==> config.mk <==
export PLATFORM = sky130hd
export DESIGN_NAME = accum_bank
export DESIGN_NICKNAME = d
export VERILOG_FILES = /design/src/rtl/accum_bank_pkg.sv /design/src/rtl/accum_sat.sv /design/src/rtl/accum_bank.sv
export SDC_FILE = /design/constraint.sdc
export NUM_CORES = 1
export LEC_CHECK = 0
export ABC_AREA = 1
export CAP_MARGIN = 20
export CORE_MARGIN = 5
export CORE_UTILIZATION = 63
export CTS_CLUSTER_SIZE = 40
export DETAILED_ROUTE_END_ITERATION = 8
export DONT_BUFFER_PORTS = 1
export PLACE_DENSITY = 0.78
export RECOVER_POWER = 25
export SYNTH_ARGS = -nofsm -noshare
export SYNTH_HDL_FRONTEND = slang
export SYNTH_SLANG_ARGS = --single-unit
==> constraint.sdc <==
create_clock -name clk -period 2.8 [get_ports clk]
set_input_delay 0.56 -clock clk [delete_from_list [all_inputs] [get_ports clk]]
set_output_delay 0.56 -clock clk [all_outputs]
set_load 0.01 [all_outputs]
==> src/rtl/accum_bank_pkg.sv <==
// Shared mode constants and saturation-bound helpers for the accumulator bank.
package accum_bank_pkg;

  // Arithmetic interpretation of the accumulator contents.
  localparam int SIGN_UNSIGNED = 0;
  localparam int SIGN_TWOS     = 1;

  // Behaviour when a result falls outside the representable range.
  localparam int OVF_WRAP = 0;
  localparam int OVF_SAT  = 1;

  // Widest accumulator the bound helpers can describe.
  localparam int BOUND_W = 64;

  // Largest representable value for a w-bit word, returned zero-extended
  // to BOUND_W bits; callers keep the low w bits.
  function automatic logic [BOUND_W-1:0] sat_max(input int w, input int sign_mode);
    logic [BOUND_W-1:0] r;
    r = '0;
    for (int i = 0; i < BOUND_W; i++) begin
      if (i < w) r[i] = 1'b1;
    end
    if (sign_mode == SIGN_TWOS && w > 0) r[w-1] = 1'b0;
    return r;
  endfunction

  // Smallest representable value for a w-bit word, as a sign-extended
  // BOUND_W-bit pattern; callers keep the low w bits.
  function automatic logic [BOUND_W-1:0] sat_min(input int w, input int sign_mode);
    logic [BOUND_W-1:0] r;
    r = '0;
    for (int i = 0; i < BOUND_W; i++) begin
      if (sign_mode == SIGN_TWOS && i >= w - 1) r[i] = 1'b1;
    end
    return r;
  endfunction

endpackage

==> src/rtl/accum_sat.sv <==
// Combinational add/subtract with overflow detection and clamp-or-wrap result.
module accum_sat
  import accum_bank_pkg::*;
#(
  parameter int DATA_WIDTH = 8,
  parameter int SIGN       = 0,
  parameter int OVERFLOW   = 1
) (
  input  logic [DATA_WIDTH-1:0] a_i,
  input  logic [DATA_WIDTH-1:0] b_i,
  input  logic                  sub_i,
  output logic [DATA_WIDTH-1:0] result_o,
  output logic                  ovf_o
);

  localparam logic [BOUND_W-1:0] MAX_FULL = sat_max(DATA_WIDTH, SIGN);
  localparam logic [BOUND_W-1:0] MIN_FULL = sat_min(DATA_WIDTH, SIGN);
  localparam logic [DATA_WIDTH-1:0] MAX_V = MAX_FULL[DATA_WIDTH-1:0];
  localparam logic [DATA_WIDTH-1:0] MIN_V = MIN_FULL[DATA_WIDTH-1:0];

  // One extra bit holds the exact result of any single add or subtract.
  logic [DATA_WIDTH:0] a_x;
  logic [DATA_WIDTH:0] b_x;
  logic [DATA_WIDTH:0] sum_x;
  logic                ovf;

  // Extend operands, form the exact result, flag out-of-range, pick output.
  always_comb begin
    a_x      = {1'b0, a_i};
    b_x      = {1'b0, b_i};
    sum_x    = '0;
    ovf      = 1'b0;
    result_o = '0;
    if (SIGN == SIGN_TWOS) begin
      a_x = {a_i[DATA_WIDTH-1], a_i};
      b_x = {b_i[DATA_WIDTH-1], b_i};
    end
    sum_x = sub_i ? (a_x - b_x) : (a_x + b_x);
    if (SIGN == SIGN_TWOS) begin
      // Exact sign and truncated sign disagree only when out of range.
      ovf = sum_x[DATA_WIDTH] ^ sum_x[DATA_WIDTH-1];
    end else begin
      // Carry on add, borrow on subtract.
      ovf = sum_x[DATA_WIDTH];
    end
    result_o = sum_x[DATA_WIDTH-1:0];
    if (ovf && OVERFLOW == OVF_SAT) begin
      if (SIGN == SIGN_TWOS) begin
        result_o = sum_x[DATA_WIDTH] ? MIN_V : MAX_V;
      end else begin
        result_o = sub_i ? MIN_V : MAX_V;
      end
    end
  end

  assign ovf_o = ovf;

endmodule

==> src/rtl/accum_bank.sv <==
// Bank of independent accumulators with a single registered output slot.
// Output handshake: a word moves when out_valid && out_ready at a rising
// edge; while out_valid && !out_ready the slot contents are held stable and
// any new signal_oe is refused and reported one cycle later on oe_drop.
module accum_bank
  import accum_bank_pkg::*;
#(
  parameter int DATA_WIDTH = 8,
  parameter int ATTR_WIDTH = 4,
  parameter int CHANNELS   = 4,
  parameter int SIGN       = 0,
  parameter int OVERFLOW   = 1,
  localparam int CH_W      = $clog2(CHANNELS)
) (
  input  logic                  clk,
  input  logic                  rst,
  input  logic                  signal_load,
  input  logic                  signal_init,
  input  logic                  signal_neg,
  input  logic                  signal_oe,
  input  logic [CH_W-1:0]       ch_sel,
  input  logic [DATA_WIDTH-1:0] data_in,
  input  logic [ATTR_WIDTH-1:0] attr_in,
  output logic [DATA_WIDTH-1:0] data_out,
  output logic [ATTR_WIDTH-1:0] attr_out,
  output logic                  ovf_out,
  output logic                  out_valid,
  input  logic                  out_ready,
  output logic                  oe_drop
);

  // Per-channel state.
  logic [DATA_WIDTH-1:0] acc_q [CHANNELS];
  logic [DATA_WIDTH-1:0] acc_d [CHANNELS];
  logic [ATTR_WIDTH-1:0] tag_q [CHANNELS];
  logic [ATTR_WIDTH-1:0] tag_d [CHANNELS];
  logic [CHANNELS-1:0]   ovf_q;
  logic [CHANNELS-1:0]   ovf_d;

  // Output slot state.
  logic [DATA_WIDTH-1:0] data_out_q, data_out_d;
  logic [ATTR_WIDTH-1:0] attr_out_q, attr_out_d;
  logic                  ovf_out_q, ovf_out_d;
  logic                  out_valid_q, out_valid_d;
  logic                  oe_drop_q, oe_drop_d;

  // Arithmetic path for the selected channel.
  logic [DATA_WIDTH-1:0] op_a;
  logic [DATA_WIDTH-1:0] sat_result;
  logic                  sat_ovf;
  logic                  oe_accept;

  // An init in the same cycle as a load makes the load start from zero.
  assign op_a = signal_init ? '0 : acc_q[ch_sel];

  accum_sat #(
    .DATA_WIDTH (DATA_WIDTH),
    .SIGN       (SIGN),
    .OVERFLOW   (OVERFLOW)
  ) u_sat (
    .a_i      (op_a),
    .b_i      (data_in),
    .sub_i    (signal_neg),
    .result_o (sat_result),
    .ovf_o    (sat_ovf)
  );

  // Next channel state: load (optionally from a cleared start) or plain init.
  always_comb begin
    acc_d = acc_q;
    tag_d = tag_q;
    ovf_d = ovf_q;
    if (signal_load) begin
      acc_d[ch_sel] = sat_result;
      tag_d[ch_sel] = attr_in;
      ovf_d[ch_sel] = sat_ovf | (ovf_q[ch_sel] & ~signal_init);
    end else if (signal_init) begin
      acc_d[ch_sel] = '0;
      tag_d[ch_sel] = '0;
      ovf_d[ch_sel] = 1'b0;
    end
  end

  // Channel registers.
  always_ff @(posedge clk or posedge rst) begin
    if (rst) begin
      for (int i = 0; i < CHANNELS; i++) begin
        acc_q[i] <= '0;
        tag_q[i] <= '0;
      end
      ovf_q <= '0;
    end else begin
      acc_q <= acc_d;
      tag_q <= tag_d;
      ovf_q <= ovf_d;
    end
  end

  // The slot takes a new word when empty or being emptied this cycle.
  assign oe_accept = signal_oe && (!out_valid_q || out_ready);

  // Next output-slot state; captures pre-edge channel values.
  always_comb begin
    data_out_d  = data_out_q;
    attr_out_d  = attr_out_q;
    ovf_out_d   = ovf_out_q;
    out_valid_d = out_valid_q;
    oe_drop_d   = signal_oe && !oe_accept;
    if (oe_accept) begin
      data_out_d  = acc_q[ch_sel];
      attr_out_d  = tag_q[ch_sel];
      ovf_out_d   = ovf_q[ch_sel];
      out_valid_d = 1'b1;
    end else if (out_ready) begin
      out_valid_d = 1'b0;
    end
  end

  // Output-slot registers.
  always_ff @(posedge clk or posedge rst) begin
    if (rst) begin
      data_out_q  <= '0;
      attr_out_q  <= '0;
      ovf_out_q   <= 1'b0;
      out_valid_q <= 1'b0;
      oe_drop_q   <= 1'b0;
    end else begin
      data_out_q  <= data_out_d;
      attr_out_q  <= attr_out_d;
      ovf_out_q   <= ovf_out_d;
      out_valid_q <= out_valid_d;
      oe_drop_q   <= oe_drop_d;
    end
  end

  assign data_out  = data_out_q;
  assign attr_out  = attr_out_q;
  assign ovf_out   = ovf_out_q;
  assign out_valid = out_valid_q;
  assign oe_drop   = oe_drop_q;

endmodule
==> results.md <==
* IO Count at 36
* Largest area contributor in the netlist: dfrtp_1
* Top cell type's share of synthesized area at 0.4624
* Site Rows at 27
* Final Hold Fails at 0
* Area contributors post-synth: dfrtp_1 46%, nand2_1 13%, inv_1 5.0%, o21ai_0 4.1%, nand3_1 3.3%
* Starting DRT DRC Count at 290
* Pre-antenna DRT Iters at 5
* Skew final at 0.01301 ns
* Clock slew at reported path FFs at 0.09 ns
* Area grow syn2layout at 10.80%
* Clock net sink count at 67
* Die ar. at 0.007373 mm2
* Slew Limit Fails at 0
* Post-DR wirelength/cell at 17.18 um
* PwrDens at 712.8 mW/mm2
* Critical Path Start: ch_sel[1]
* Maximum number of pins on one net before global-route repair at 28
* Sw frac at 0.3350
* Leak at 2.006 nW
* Post-synthesis compound-gate area fraction at 0.1549
* Reg2Reg Setup Slack at 0.21 ns
* Adder-cell share of the synthesized area at 0.03658
* H-Tree Level Count at 3
* Grt ovf at 0
* Distinct cells, synth at 38
* Outcome: finished clean
* Dpl cells at 509
* Reg2reg end: acc_q[20]$_DFFE_PP0P_
* Mux share of post-synthesis cell area at 0
* Vias in the first global route at 3133
* Total net switching power at 0.9593 mW
* Final nets at 479
* Clock power frac at 0.330
* Total of max-cap violations at 0
* Drt drc at 0
* Data arrival, critical path at 2.81 ns
* P_int at 1.904 mW
* Cell Chain, Critical Path: inv_2 > nand2_4 > inv_6 > a22oi_1 > o221ai_1 > nand2_1 > ha_1 > inv_1 > fa_1 > nand2_1 > nand2_1 > nand3_2 > nand3_1 > nand2_4 > nand2_1 > nand2_1 > o22ai_1
* Async set-reset flop share out of synthesis at 1.000
* Combinational share of power at 0.229
* Reg power frac at 0.441
* Slowest-stage cell, CP: fa_1
* Fin crit period at 2.597 ns
* Total track usage at 0.2656
* Synth Instances at 429
* Routed Antenna Nets at 0
* Slew headroom at 0.2216
* DR top layer: met4
* Die X at 85.87 um
* RSZ-0062 raised after global routing: false
* Initial Util at 0.6545
* Clock Path Buffers at 2
* Antenna violations before repair at 0
* Most used cell, CP: nand2_1
* CP Max Fanout at 9
* Layout cells sized above 1 at 0.1634
* Reg2reg start: acc_q[24]$_DFFE_PP0P_
* Drt via density at 5.903
* Yosys reg bits at 67
* Routed via count at 3099
* DP Wirelength at 6528 um
* Largest family of logic cells by synthesized area: simple AND/OR/NAND/NOR gates
* Path category of the worst min-delay check: in2async
* R2R cell count at 14
* CP required at 3.01 ns
* DIE HEIGHT at 85.87 um
* Clock Latency Late Sink at 0.35 ns
* Most common cell in the synthesized netlist: nand2_1
* Hold Buf Count CTS at 0
* Post-Synth XOR/XNOR Area at 0.02174
* First-pass GRT wire length at 15080 um
* Worst setup EP type: register
* Post-synthesis simple-gate area fraction at 0.2522
* Post-CTS sizing at 0
* Placeable Area at 0.005540 mm2
* Final Cell Area at 0.004018 mm2
* Critical path class: in2reg
* Peak VDD IR at 0.4816 mV
* Number of synthesized flops with an enable pin at 0
* Critical path launch point type: primary input
* Sequential area share after synthesis at 0.4624
* Wl on met1 at 3915 um
* WL met2 at 4173 um
* Post-CTS setup buffers at 0
* Cell area after synthesis at 0.003626 mm2
* I/O Buffers at 0
* Syn Nets at 460
* Worst-Margin Slew at 1.168 ns
* Routability Congestion at 0.9387
* Setup violators final at 0
* Top cells by count, synth: 124 x nand2_1, 67 x dfrtp_1, 48 x inv_1
* DP Area at 0.003790 mm2
* CTS Buf Count at 9
* Clk root buf: clkbuf_8
* CTS tree: built
* Fill cells at 424
* Final Cycle Share at 0.9274
* DRT Wirelength at 9020 um
* Syn_area_per_cell at 8.452 um2
* Synthesis warning total at 0
* Diode count at 0
* Met3 routed WL at 753 um
* Maximum clock frequency at 385.1 MHz
* Max stage delay on crit path at 0.38 ns
* Non-filler cells, final at 525
* Main synth FF type: dfrtp_1
## worst max-delay path: cells and delay by family
kind / cells / cell delay, ns
fa+ha+maj: 2 / 0.53
buf+inv: 3 / 0.15
compound gates: 3 / 0.49
simple gates: 9 / 1.09
## worst max path at each step
stage	endpoint	slack (ns)	cells past startpoint
CTS	acc_q[10]$_DFFE_PP0P_	0.22	18
detailed placement	acc_q[20]$_DFFE_PP0P_	-0.12	17
global placement	acc_q[28]$_DFFE_PP0P_	0.07	17
floorplan	acc_q[27]$_DFFE_PP0P_	0.25	17
global route	acc_q[27]$_DFFE_PP0P_	0.07	14
finish	acc_q[20]$_DFFE_PP0P_	0.20	17
## layout make-up
| type | count | area [um2] | area share |
|---|---|---|---|
| clock inverters | 7 | 107.6 | 0.02678 |
| well taps | 72 | 90.09 | 0.02242 |
| multi-input cells | 298 | 1688 | 0.4201 |
| clock buffers | 9 | 123.9 | 0.03083 |
| repair buffers | 16 | 116.4 | 0.02896 |
| inverters | 56 | 215.2 | 0.05357 |
| flip-flops and latches | 67 | 1677 | 0.4173 |
## cell usage in the layout (no fill, tap or decap), types with 2 or more instances in the layout
master and count:
bufinv_16 2, a21oi_1 4, inv_6 3, nand2_1 124
inv_2 6, ha_1 9, nand3_1 24, nor2_1 25
xor2_1 3, o22ai_1 9, a41oi_1 4, a221oi_2 7
xnor2_1 6, nand3_2 3, nand2_4 3, buf_4 15
dfrtp_1 67, clkbuf_8 9, a22oi_1 5, o21ai_0 30
inv_1 48, nor2_4 9, o21ai_1 11, inv_8 2
o21ai_2 5, nand2_2 6
## state kept, by name, indices dropped and copies added (netlist names)
register and cells:
tag_q 16, data_out 8, ovf_q 4, ovf_out 1, out_valid 1, oe_drop 1, acc_q 32, attr_out 4
## per-layer routing
metal / track usage / up-vias
met3: 0.06244 / 20
met4: 0.1007 / 0
met1: 0.3557 / 1481
li1: - / 1447
met2: 0.4191 / 151
met5: 0 / -
## power by group through the flow
stage,combinational [mW],sequential [mW],clock (mW)
after CTS,0.652,1.26,0.942
after global routing,0.739,1.28,0.991
after floorplan,0.490,1.26,0
after global placement,0.626,1.27,0
final,0.657,1.26,0.944
after detailed placement,0.646,1.28,0
## stage by stage
stage | utilization | hold slack (ns) | setup TNS, ns | total power [mW] | setup WS (ns)
after floorplan | - | 0.4492 | 0 | 1.746 | 0.2543
after global placement | 0.6841 | 0.4655 | 0 | 1.899 | 0.07035
after detailed placement | 0.6841 | 0.4668 | -2.395 | 1.928 | -0.1160
after CTS | 0.7258 | 0.1000 | 0 | 2.858 | 0.2201
after global routing | 0.7252 | 0.3319 | 0 | 3.014 | 0.06582
final | 0.7252 | 0.2443 | 0 | 2.864 | 0.2032
## logic make-up (layout without fill, tap and decap cells)
family | after synthesis | count (layout)
compound gates | 80 | 80
xor+xnor | 9 | 9
fa+ha+maj | 10 | 10
buf+inv | 64 | 88
flops | 67 | 67
simple gates | 199 | 199
(Power assumes the default switching activity.)
